[src/rtl/pingpong_drain_pkg.sv]
// pingpong_drain_pkg: shared state encoding, FIFO depth and pointer helper for the ping-pong drain
package pingpong_drain_pkg;
  localparam int DEF_ADDR_W = 7;
  localparam int DEF_DATA_W = 8;
  localparam int FIFO_DEPTH = 3;
  typedef enum logic [1:0] {
    WAIT_BANK = 2'b00,
    DRAIN     = 2'b01,
    FLUSH     = 2'b10,
    RELEASE   = 2'b11
  } state_t;
  function automatic logic [1:0] fifo_inc(logic [1:0] p);
    return p == 2'(FIFO_DEPTH - 1) ? 2'd0 : p + 2'd1;
  endfunction
endpackage

[src/rtl/pingpong_drain_sync_fifo.sv]
// sync_fifo: 3-entry output FIFO with occupancy, async active-high reset
module sync_fifo
  import pingpong_drain_pkg::*;
#(
  parameter int W = DEF_DATA_W + 1
) (
  input  logic         clk,
  input  logic         rst,
  input  logic         push,
  input  logic [W-1:0] din,
  input  logic         pop,
  output logic [W-1:0] dout,
  output logic [1:0]   occ,
  output logic         empty
);
  logic [W-1:0] mem [FIFO_DEPTH];
  logic [1:0] wp, rp;
  // storage needs no reset; validity is tracked by occ
  always_ff @(posedge clk)
    if (push) mem[wp] <= din;
  // pointers and occupancy
  always_ff @(posedge clk or posedge rst)
    if (rst) begin
      wp  <= '0;
      rp  <= '0;
      occ <= '0;
    end else begin
      wp  <= push ? fifo_inc(wp) : wp;
      rp  <= pop ? fifo_inc(rp) : rp;
      occ <= occ + 2'(push) - 2'(pop);
    end
  assign dout  = mem[rp];
  assign empty = occ == 2'd0;
endmodule

[src/rtl/pingpong_drain.sv]
// pingpong_drain: drains full ping-pong banks in alternation into a valid/ready stream
module pingpong_drain
  import pingpong_drain_pkg::*;
#(
  parameter int ADDR_W = DEF_ADDR_W,
  parameter int DEPTH  = 2 ** ADDR_W,
  parameter int DATA_W = DEF_DATA_W
) (
  input  logic              clk,
  input  logic              rst,
  input  logic [1:0]        bank_full,
  output logic [1:0]        bank_release,
  output logic              rd_en,
  output logic              rd_bank,
  output logic [ADDR_W-1:0] rd_addr,
  input  logic [DATA_W-1:0] rd_data,
  output logic              m_valid,
  input  logic              m_ready,
  output logic [DATA_W-1:0] m_data,
  output logic              m_last,
  output logic              frame_done
);
  state_t state, nxt;
  logic cur, inflight, last_q, empty, last_addr;
  logic [ADDR_W-1:0] addr;
  logic [1:0] occ;
  logic [DATA_W:0] head;
  logic [2:0] credit;
  assign last_addr = addr == ADDR_W'(DEPTH - 1);
  // words already committed to the FIFO; issue only while a slot is guaranteed
  assign credit = {1'b0, occ} + {2'b0, inflight};
  assign rd_en = state == DRAIN && credit < 3'(FIFO_DEPTH);
  assign rd_bank = cur;
  assign rd_addr = addr;
  assign frame_done = state == RELEASE;
  assign bank_release = frame_done ? (cur ? 2'b10 : 2'b01) : 2'b00;
  assign m_valid = !empty;
  assign m_data = m_valid ? head[DATA_W-1:0] : '0;
  assign m_last = m_valid & head[DATA_W];
  // next-state: only the bank whose turn it is can start a frame
  always_comb begin
    nxt = state;
    unique case (state)
      WAIT_BANK: nxt = bank_full[cur] ? DRAIN : WAIT_BANK;
      DRAIN:     nxt = rd_en && last_addr ? FLUSH : DRAIN;
      FLUSH:     nxt = !inflight && empty ? RELEASE : FLUSH;
      RELEASE:   nxt = WAIT_BANK;
    endcase
  end
  // state, bank pointer, address counter and read-latency tracking
  always_ff @(posedge clk or posedge rst)
    if (rst) begin
      state    <= WAIT_BANK;
      cur      <= 1'b0;
      addr     <= '0;
      inflight <= 1'b0;
      last_q   <= 1'b0;
    end else begin
      state    <= nxt;
      cur      <= state == RELEASE ? !cur : cur;
      addr     <= rd_en ? addr + 1'b1 : addr;
      inflight <= rd_en;
      last_q   <= rd_en && last_addr;
    end
  sync_fifo #(.W(DATA_W + 1)) u_fifo (
    .clk  (clk),
    .rst  (rst),
    .push (inflight),
    .din  ({last_q, rd_data}),
    .pop  (m_valid & m_ready),
    .dout (head),
    .occ  (occ),
    .empty(empty)
  );
endmodule
[config.mk]
export PLATFORM = sky130hd
export DESIGN_NAME = pingpong_drain
export DESIGN_NICKNAME = d
export VERILOG_FILES = /design/src/rtl/pingpong_drain_pkg.sv /design/src/rtl/pingpong_drain_sync_fifo.sv /design/src/rtl/pingpong_drain.sv
export SDC_FILE = /design/constraint.sdc
export NUM_CORES = 1
export LEC_CHECK = 0
export CAP_MARGIN = 15
export CORE_MARGIN = 8
export CORE_UTILIZATION = 51
export CTS_CLUSTER_SIZE = 25
export DETAILED_ROUTE_END_ITERATION = 10
export PLACE_DENSITY_LB_ADDON = 0.08
export SLEW_MARGIN = 20
export SYNTH_ARGS = -nofsm -noshare
export SYNTH_HDL_FRONTEND = slang
export SYNTH_SLANG_ARGS = --single-unit
export TNS_END_PERCENT = 30
[constraint.sdc]
create_clock -name clk -period 2.6 [get_ports clk]
set_input_delay 0.39 -clock clk [delete_from_list [all_inputs] [get_ports clk]]
set_output_delay 0.39 -clock clk [all_outputs]
set_load 0.02 [all_outputs]
==> impl_metrics.ini, run 1 <==
[placed_design]
placed_cells = 229
dp_hpwl_um = 2570
finalWeightedCongestion = 0.714
io_buffer_count = 34

[synthesis]
synth_area_um2 = 1870
synth-seq-area-share_pct = 67.4
synth-seq-cells = 45
ys_warn_count = 0
syn_nets = 162
ys_types = 23
syn_inst = 144
avgSynthCellArea_um2 = 13.0

[timing]
min_period_ns = 2.39
timing.final.hold_violations = 0
slew_headroom_pct = 53.6
rsz0062_at_grt = no
fmax_mhz = 419
worst_slew_pin_slew_ns = 0.695
fin_tns_setup_ns = 0
fin_worst_skew_ns = 0.00835
holdWs_ns = 0.496
timing.final.crit_share_pct = 91.8
setup_viol = 0
final_max_slew_viol_count = 0

[cts]
cts-root-buf = clkbuf_8
post_cts.repair.setup_buffers = 0
htreeDepth = 2
clock_latency_ns = 0.29
clockBufferDepth = 2
clock_sinks = 45
cts_tree = built
clkTransAtPathRegs_ns = 0.08
cts_buffers = 5

[floorplan]
initial_core_util_pct = 51.9
rows = 22
die_x_um = 76.6
core_area_um2 = 3610
dieArea_um2 = 5860
die_y_um = 76.6
io_pins = 35

[finish]
area_growth_pct = 27.6
final_nets = 206
drive_gt1_share_pct = 9.52
diodes = 0
layout.cells.non_filler = 237

[setup_path]
worstReg2RegEnd = rd_addr[1]
required_ns = 2.21
r2r_setup_slack_ns = 0.58
crit_arrival_ns = 2.00
cp_max_fo = 6
critPathLaunchType = flip-flop
critical_path_class = reg2out
cp-end-kind = output pin
reg2reg_from = inflight
r2r_cells = 5

[detailed_routing]
via_per_inst = 5.11
detailedRoute.firstPassIterationCount = 4
wire_per_inst_um = 15.1
num_vias = 1212
ant_nets = 0
drt-initial-drc-count = 52
drc_errors = 0
totalWireLength_um = 3570

[run]
maxCapViolCount = 0

[global_route]
grt_pass1_vias = 1282
use_met3_pct = 4.13
gr-usage-met2_pct = 22.0
grt_busiest_layer = met2
grtUsageMet1_pct = 13.9
grt_max_degree = 22
antenna_found_initial = 0
grt_pass1_wl_um = 5950
grt.total_usage_pct = 12.7
grt_overflow = 0

[pwr]
ir_drop_mv = 0.748
power_density_nw_per_um2 = 1300
p_leak_nw = 0.974

[min_path]
hp-class = in2async

[outcome]
status = complete, no violations
## cell type report
| class | count | area, um2 |
|---|---|---|
| flip-flops and latches | 45 | 1260 |
| fillers | 287 | 1220 |
| multi-input cells | 86 | 559 |
| repair buffers | 40 | 384 |
| clock buffers | 6 | 72.6 |
| well taps | 48 | 60.1 |
| inverters | 10 | 37.5 |
| clock inverters | 2 | 10.0 |
## Yosys cell counts, drive strengths merged
| library cell | count | share of area [%] |
|---|---|---|
| edfxtp | 27 | 43 |
| nand3 | 2 | 0.54 |
| a2111oi | 1 | 1.5 |
| a21o | 3 | 1.2 |
| nand4 | 3 | 1.0 |
| buf | 1 | 0.27 |
| dfrtp | 18 | 24 |
| a32o | 1 | 0.54 |
| inv | 10 | 2.0 |
| xnor2 | 8 | 3.7 |
| clkbuf | 2 | 0.40 |
| o21ai | 3 | 0.80 |
| and3 | 2 | 0.74 |
| a21oi | 10 | 2.7 |
| mux2i | 10 | 5.4 |
| nor3 | 3 | 0.80 |
| xor2 | 1 | 0.47 |
| nand2 | 9 | 1.8 |
| mux2 | 1 | 0.60 |
| nor2 | 24 | 4.8 |
| ha | 5 | 3.3 |
## flip-flops by register name, summed over array words and instances, names as in the netlist, 2 cells and up, named ones only
signal / flops
u_fifo.mem: 27
u_fifo.rp: 2
rd_addr: 7
u_fifo.wp: 2
u_fifo.occ: 2
## what timing repair did
| action | in CTS | in global routing |
|---|---|---|
| endpoints found under the setup margin | 1 | 3 |
| pin swaps | 0 | 0 |
| resized for setup | 1 | 1 |
| hold buffers | 0 | 0 |
## worst max path at each step
stage,slack [ns],to,cells past startpoint,from
2_1_floorplan,0.47,state[0],5,inflight
3_3_place_gp,0.26,rd_en,4,inflight
3_5_place_dp,0.25,rd_en,4,inflight
4_1_cts,0.05,m_data[1],5,u_fifo.rp[0]
5_1_grt,0.05,m_data[1],4,u_fifo.rp[1]
6_report,0.21,rd_en,4,inflight
## critical path, cell delays in order, from the launching register on
cell and delay, ns:
dfrtp_1 0.45, ha_1 0.23, ha_1 0.31, a2111oi_4 0.33
dlygate4sd2_1 0.38
## metal layers
metal  vias up  part of all wire, %
met4         0                  1.6
li1        593                    -
met2        21                   53
met5         -                    0
met1       593                   41
met3         5                  4.2
## stage by stage
step                area [um2]  power (W)  util [%]  setup WS, ns
floorplan                 1870    0.00209         -         0.471
global placement          2300    0.00269      63.9         0.262
detailed placement        2300    0.00275      63.9         0.254
CTS                       2380    0.00314      66.1        0.0508
global route              2390    0.00330      66.2        0.0504
finish                    2390    0.00311      66.2         0.212
## cell families (layout without fill, tap and decap cells)
group	after synthesis	after routing	synth area share (%)
simple gates	43	43	9.70
compound gates	18	18	6.69
flops	45	45	67.4
buf+inv	13	58	2.68
mux	11	11	5.95
xor+xnor	9	9	4.21
fa+ha+maj	5	5	3.34
## placed cells by master (no fill, tap or decap), types with 5 or more instances in the layout
master            n
clkdlybuf4s50_1  33
edfxtp_1         27
nor2_1           24
dfrtp_1          17
mux2i_1          10
a21oi_1          10
inv_1             9
nand2_1           9
xnor2_1           8
buf_4             6
ha_1              5
clkbuf_8          5
## report_power, final
part           leakage [nW]  switching [W]  internal [W]  total [W]
sequential            0.471       0.000215       0.00102    0.00124
combinational         0.458       0.000767      0.000700    0.00147
clock                0.0450       0.000218      0.000186   0.000404
Note: power is estimated with default switching activity, not from simulation.
==> run 2: changes to the inputs <==
--- a/config.mk
+++ b/config.mk
@@ -10,6 +10,7 @@
 export CORE_UTILIZATION = 51
 export CTS_CLUSTER_SIZE = 25
 export DETAILED_ROUTE_END_ITERATION = 10
+export GPL_TIMING_DRIVEN = 1
 export PLACE_DENSITY_LB_ADDON = 0.08
 export SLEW_MARGIN = 20
 export SYNTH_ARGS = -nofsm -noshare
==> results of run 2 <==
The final DEF is identical to that of run 1; final timing and power are the same.
